==> src/rtl/edge_event_arbiter.sv <==
// edge_event_arbiter
// Synchronizes N raw asynchronous inputs, detects rising edges, applies a
// per-channel lockout window and latches accepted edges as pending events.
// A round-robin arbiter hands pending events, one at a time, to a single
// consumer over a valid/ready handshake. Sticky overflow flags record edges
// that arrived while the previous event of that channel was still pending.
module edge_event_arbiter #(
    parameter int N       = 4,
    parameter int IDW     = 2,
    parameter int LOCKOUT = 16
) (
    input  logic           clk,
    input  logic           rst_n,
    input  logic [N-1:0]   in,
    input  logic           ev_ready,
    input  logic           clr_ovf,
    output logic           ev_valid,
    output logic [IDW-1:0] ev_id,
    output logic [N-1:0]   pending,
    output logic [N-1:0]   ovf
);

    // Counter wide enough to hold LOCKOUT; at least one bit when LOCKOUT is 0.
    localparam int CW = (LOCKOUT < 1) ? 1 : $clog2(LOCKOUT + 1);
    localparam logic [CW-1:0] LOCK_LOAD = CW'(LOCKOUT);
    localparam logic [CW-1:0] LOCK_ONE  = CW'(1);
    localparam logic [CW-1:0] LOCK_ZERO = CW'(0);

    localparam logic [0:0] ST_IDLE  = 1'b0;
    localparam logic [0:0] ST_OFFER = 1'b1;

    logic [N-1:0]   sync1_r;
    logic [N-1:0]   sync2_r;
    logic [N-1:0]   rise_s;
    logic [N-1:0]   accept_s;
    logic [N-1:0]   ack_vec_s;
    logic [N-1:0]   ovf_set_s;
    logic [CW-1:0]  lock_cnt_r [N];
    logic [N-1:0]   pending_r;
    logic [N-1:0]   ovf_r;
    logic [0:0]     state_r;
    logic           ev_valid_r;
    logic [IDW-1:0] ev_id_r;
    logic [IDW-1:0] ptr_r;
    logic [IDW-1:0] sel_s;
    logic           found_s;
    logic           ack_s;

    assign ev_valid = ev_valid_r;
    assign ev_id    = ev_id_r;
    assign pending  = pending_r;
    assign ovf      = ovf_r;

    // Two-flop synchronizer per channel.
    always_ff @(posedge clk or negedge rst_n) begin
        if (!rst_n) begin
            sync1_r <= '0;
            sync2_r <= '0;
        end else begin
            sync1_r <= in;
            sync2_r <= sync1_r;
        end
    end

    // Rising edge seen between the two synchronizer stages.
    always_comb begin
        rise_s = sync1_r & ~sync2_r;
    end

    // An edge counts only when its channel is outside the lockout window.
    always_comb begin
        accept_s = '0;
        for (int i = 0; i < N; i++) begin
            accept_s[i] = rise_s[i] & (lock_cnt_r[i] == LOCK_ZERO);
        end
    end

    // Lockout counters: reload on accept, count down to zero and hold there.
    always_ff @(posedge clk or negedge rst_n) begin
        if (!rst_n) begin
            for (int i = 0; i < N; i++) begin
                lock_cnt_r[i] <= LOCK_ZERO;
            end
        end else begin
            for (int i = 0; i < N; i++) begin
                if (accept_s[i]) begin
                    lock_cnt_r[i] <= LOCK_LOAD;
                end else if (lock_cnt_r[i] != LOCK_ZERO) begin
                    lock_cnt_r[i] <= lock_cnt_r[i] - LOCK_ONE;
                end else begin
                    lock_cnt_r[i] <= lock_cnt_r[i];
                end
            end
        end
    end

    // Handshake completes when an offered event meets ready.
    always_comb begin
        ack_s = (state_r == ST_OFFER) & ev_valid_r & ev_ready;
    end

    // One-hot of the channel being acknowledged this cycle.
    always_comb begin
        ack_vec_s = '0;
        if (ack_s) begin
            ack_vec_s[ev_id_r] = 1'b1;
        end else begin
            ack_vec_s = '0;
        end
    end

    // Overflow: a new edge on a still-pending channel not being acked now.
    always_comb begin
        ovf_set_s = accept_s & pending_r & ~ack_vec_s;
    end

    // Pending flags: ack clears, accepted edge sets (set wins over the ack).
    always_ff @(posedge clk or negedge rst_n) begin
        if (!rst_n) begin
            pending_r <= '0;
        end else begin
            pending_r <= (pending_r & ~ack_vec_s) | accept_s;
        end
    end

    // Sticky overflow flags; a new overflow beats a simultaneous clear.
    always_ff @(posedge clk or negedge rst_n) begin
        if (!rst_n) begin
            ovf_r <= '0;
        end else if (clr_ovf) begin
            ovf_r <= ovf_set_s;
        end else begin
            ovf_r <= ovf_r | ovf_set_s;
        end
    end

    // Round-robin pick: first pending channel after the last granted one.
    always_comb begin
        sel_s   = '0;
        found_s = 1'b0;
        for (int k = 1; k <= N; k++) begin
            if (!found_s && pending_r[(int'(ptr_r) + k) % N]) begin
                found_s = 1'b1;
                sel_s   = IDW'((int'(ptr_r) + k) % N);
            end else begin
                found_s = found_s;
            end
        end
    end

    // Offer FSM: latch a winner in IDLE, hold it in OFFER until accepted.
    always_ff @(posedge clk or negedge rst_n) begin
        if (!rst_n) begin
            state_r    <= ST_IDLE;
            ev_valid_r <= 1'b0;
            ev_id_r    <= '0;
            ptr_r      <= IDW'(N - 1);
        end else begin
            case (state_r)
                ST_IDLE: begin
                    if (found_s) begin
                        ev_id_r    <= sel_s;
                        ev_valid_r <= 1'b1;
                        state_r    <= ST_OFFER;
                    end else begin
                        ev_valid_r <= 1'b0;
                        state_r    <= ST_IDLE;
                    end
                end
                ST_OFFER: begin
                    if (ev_ready) begin
                        ptr_r      <= ev_id_r;
                        ev_valid_r <= 1'b0;
                        state_r    <= ST_IDLE;
                    end else begin
                        ev_valid_r <= 1'b1;
                        state_r    <= ST_OFFER;
                    end
                end
                default: begin
                    ev_valid_r <= 1'b0;
                    state_r    <= ST_IDLE;
                end
            endcase
        end
    end

endmodule

==> config.mk <==
export PLATFORM = sky130hd
export DESIGN_NAME = edge_event_arbiter
export DESIGN_NICKNAME = d
export VERILOG_FILES = /design/src/rtl/edge_event_arbiter.sv
export SDC_FILE = /design/constraint.sdc
export NUM_CORES = 1
export LEC_CHECK = 0
export BUFFER_PORTS_ARGS = -buffer_cell sky130_fd_sc_hd__buf_2
export CAP_MARGIN = 20
export CORE_ASPECT_RATIO = 1.75
export CORE_MARGIN = 5
export CORE_UTILIZATION = 55
export CTS_CLUSTER_SIZE = 28
export DETAILED_ROUTE_END_ITERATION = 10
export PLACE_DENSITY = 0.75
export SYNTH_ARGS = -nofsm -noshare
export SYNTH_HDL_FRONTEND = slang
export SYNTH_SLANG_ARGS = --single-unit
==> constraint.sdc <==
create_clock -name clk -period 3.9 [get_ports clk]
set_clock_uncertainty 0.15 [all_clocks]
set_input_delay 0.195 -clock clk [delete_from_list [all_inputs] [get_ports clk]]
set_output_delay 0.195 -clock clk [all_outputs]
set_load 0.03 [all_outputs]
==> out/results.txt <==
GPL Wtd Cong: 0.7910
Clock transition at path regs: 0.08 ns
Status: complete, no violations
Slew Viols, Final: 0
Syn nets: 171
WL per Instance: 13.13 um
Horiz. Die Dim: 52.66 um
WP data arrival: 1.90 ns
I/O pins: 19
Worst Min Path Start: clr_ovf
Synth top area cells: dfrtp_1 56%, o21ai_0 4.0%, nand2_1 3.6%
Starting Density: 56.36%
Global route total overflow: 0
DR iter-0 viols: 14
Sequential Power Share: 48.4%
CORE AREA: 3108 sq um
Drt first pass iters: 4
Most common cell in the synthesized netlist: dfrtp_1
Initial antenna violation count: 0
Rel. slew slack: 41.94%
Syn Area/Cell: 11.02 sq um
Internal power: 0.0009655 W
Clock tree sinks: 41
WHS Endpoint: ovf[1]
Synth-to-layout area growth: 16.43%
Residual DRC: 0
Unique masters post-synth: 28
Post-synth ARST share: 100.0%
NetSw: 0.0006016 W
Dpl cells: 217
Ys flop type: dfrtp_1
Vias: 1,235
Hold path depth: 2
Vias/cell: 5.346
Top cell type's share of synthesized area: 55.71%
Reg area: 1028 sq um
FP Rows: 27
Period minus WS final: 1.891 ns
Reg2reg end: lock_cnt_r[3]
Setup crit start: lock_cnt_r[0]
Synth Warn #: 0
Final setup violation count: 0
Critical R2R Launch: lock_cnt_r[0]
CTS Root Cell: clkbuf_8
Longest Clk Path Bufs: 2
Die Ht: 84.66 um
Number of global-route vias before repair: 1,222
Synth Instances: 159
Register area share after synthesis: 58.71%
CTS Hold Bufs: 6
Final period util: 48.50%
Crit path launch type: flop
Synth area leader: dfrtp_1
TritonCTS Buffers: 5
Setup TNS: 0 ns
Clk pwr share: 18.4%
Slew @ Worst Pin: 0.8709 ns
Setup bufs post-CTS: 0
Nets: 199
H-tree Lvls: 2
Area of the multi-input gates: 661.9 sq um
Layout cells sized above 1: 20.21%
Clock Latency Late Sink: 0.29 ns
Lkg Pwr: 0.9734 nW
Worst-case vdd ir drop: 424.3 uV
Worst Hold Class: input port to flop
Crit path kind: flop to flop
GR Util All Layers: 15.45%
RSZ-0062 raised after global routing: false
Area of the mapped netlist: 1752 sq um
Comb power frac: 33.2%
# diodes: 0
Post-CTS sizing: 0
Crit path required time: 3.90 ns
Most frequent cells after synthesis: 39 x dfrtp_1, 17 x nand2_1, 14 x o21ai_0, 13 x inv_1
# Max-Cap Violations: 0
R2r setup slk: 2.01 ns
Seq cells post-synth: 41
Final wirelength: 3.034 mm
CTS tree: yes
Port Buffers: 18
Fill cells: 249
Sw Ratio: 38.39%
Antenna Nets Post-Route: 0
Die area: 4458 sq um
Critical Path End Type: flop
Layout Cells excl Fill: 231
Reg2Reg Depth: 6
Final hold violation count: 0
Pwr dens: 768.4 nW/um^2
WHS: 0.004375 ns
EDFF count, synth: 0
Peak fanout along the critical path: 5
First-pass GRT wire length: 5.168 mm
Fmax: 528.7 MHz
Largest net degree at the start of global routing: 42
DP HPWL: 2.196 mm
cells in the final DEF (no fill, tap or decap), types with 5 or more instances in the layout:
cell type,instances
buf_2,18
clkbuf_8,6
dfrtp_1,39
dlygate4sd3_1,6
inv_1,13
mux2i_1,5
nand2_1,17
nand3_1,9
nor2_1,9
nor4_1,5
o21ai_0,14
o22ai_1,6
worst max-delay path by stage:
stage	end	cells past startpoint
final	lock_cnt_r[3]	6
after global routing	lock_cnt_r[3]	6
after CTS	lock_cnt_r[3]	6
after detailed placement	lock_cnt_r[3]	6
after global placement	lock_cnt_r[8]	6
after floorplan	lock_cnt_r[3]	6
power groups by stage:
| stage | logic (W) | registers [W] | clock network, W |
|---|---|---|---|
| final | 0.000520 | 0.000759 | 0.000288 |
| after detailed placement | 0.000519 | 0.000764 | 0 |
| after global placement | 0.000487 | 0.000749 | 0 |
| after floorplan | 0.000367 | 0.000770 | 0 |
| after CTS | 0.000528 | 0.000756 | 0.000294 |
| after global routing | 0.000587 | 0.000786 | 0.000316 |
cell families after synthesis:
| group | count (synthesis) | share of synthesized area, % |
|---|---|---|
| adders and majority gates | 4 | 2.857 |
| AOI/OAI and AO/OA | 30 | 10.07 |
| buffers and inverters | 16 | 3.500 |
| xor gates and xnor gates | 4 | 2.000 |
| and+or+nand+nor | 58 | 19.36 |
| muxes | 6 | 3.500 |
| DFF | 41 | 58.71 |
metrics by stage:
step | utilization, % | worst slack, ns | instance area, sq um | total power (W)
floorplan | - | 2.232 | 1752 | 0.001137
detailed placement | 60.59 | 2.042 | 1883 | 0.001283
finish | 65.62 | 2.009 | 2039 | 0.001567
global placement | 60.59 | 2.165 | 1883 | 0.001236
global route | 65.62 | 1.902 | 2039 | 0.001689
CTS | 65.62 | 2.034 | 2039 | 0.001578
cell type report:
type / count / share of cell area, %
Clock buffer: 6 / 4.049
Clock inverter: 2 / 0.6748
Inverter: 13 / 2.393
Multi-Input combinational cell: 102 / 32.45
Sequential cell: 41 / 50.43
Tap cell: 43 / 2.638
Timing Repair Buffer: 24 / 7.362
worst max-delay path, stage by stage, from the launching register on:
cell	delay (ns)
dfrtp_1	0.42
inv_1	0.07
ha_1	0.18
or3b_4	0.40
nor2_1	0.27
nor4_1	0.12
xor2_1	0.16
flip-flops by register name, indices dropped and copies added, names as in the netlist:
| register | cells |
|---|---|
| sync1_r | 4 |
| lock_cnt_r | 20 |
| ovf | 4 |
| pending | 4 |
| sync2_r | 4 |
| ev_id | 2 |
| ev_valid | 1 |
| ptr_r | 2 |
metal layers:
metal | GRT usage [%] | vias to the layer above | share of wire, %
met4 | 7.907 | 0 | 1.3
met1 | 17.56 | 604 | 41
li1 | - | 606 | -
met3 | 4.440 | 4 | 4.0
met5 | 0 | - | 0
met2 | 25.45 | 21 | 54
Note: power is estimated with default switching activity, not from simulation.
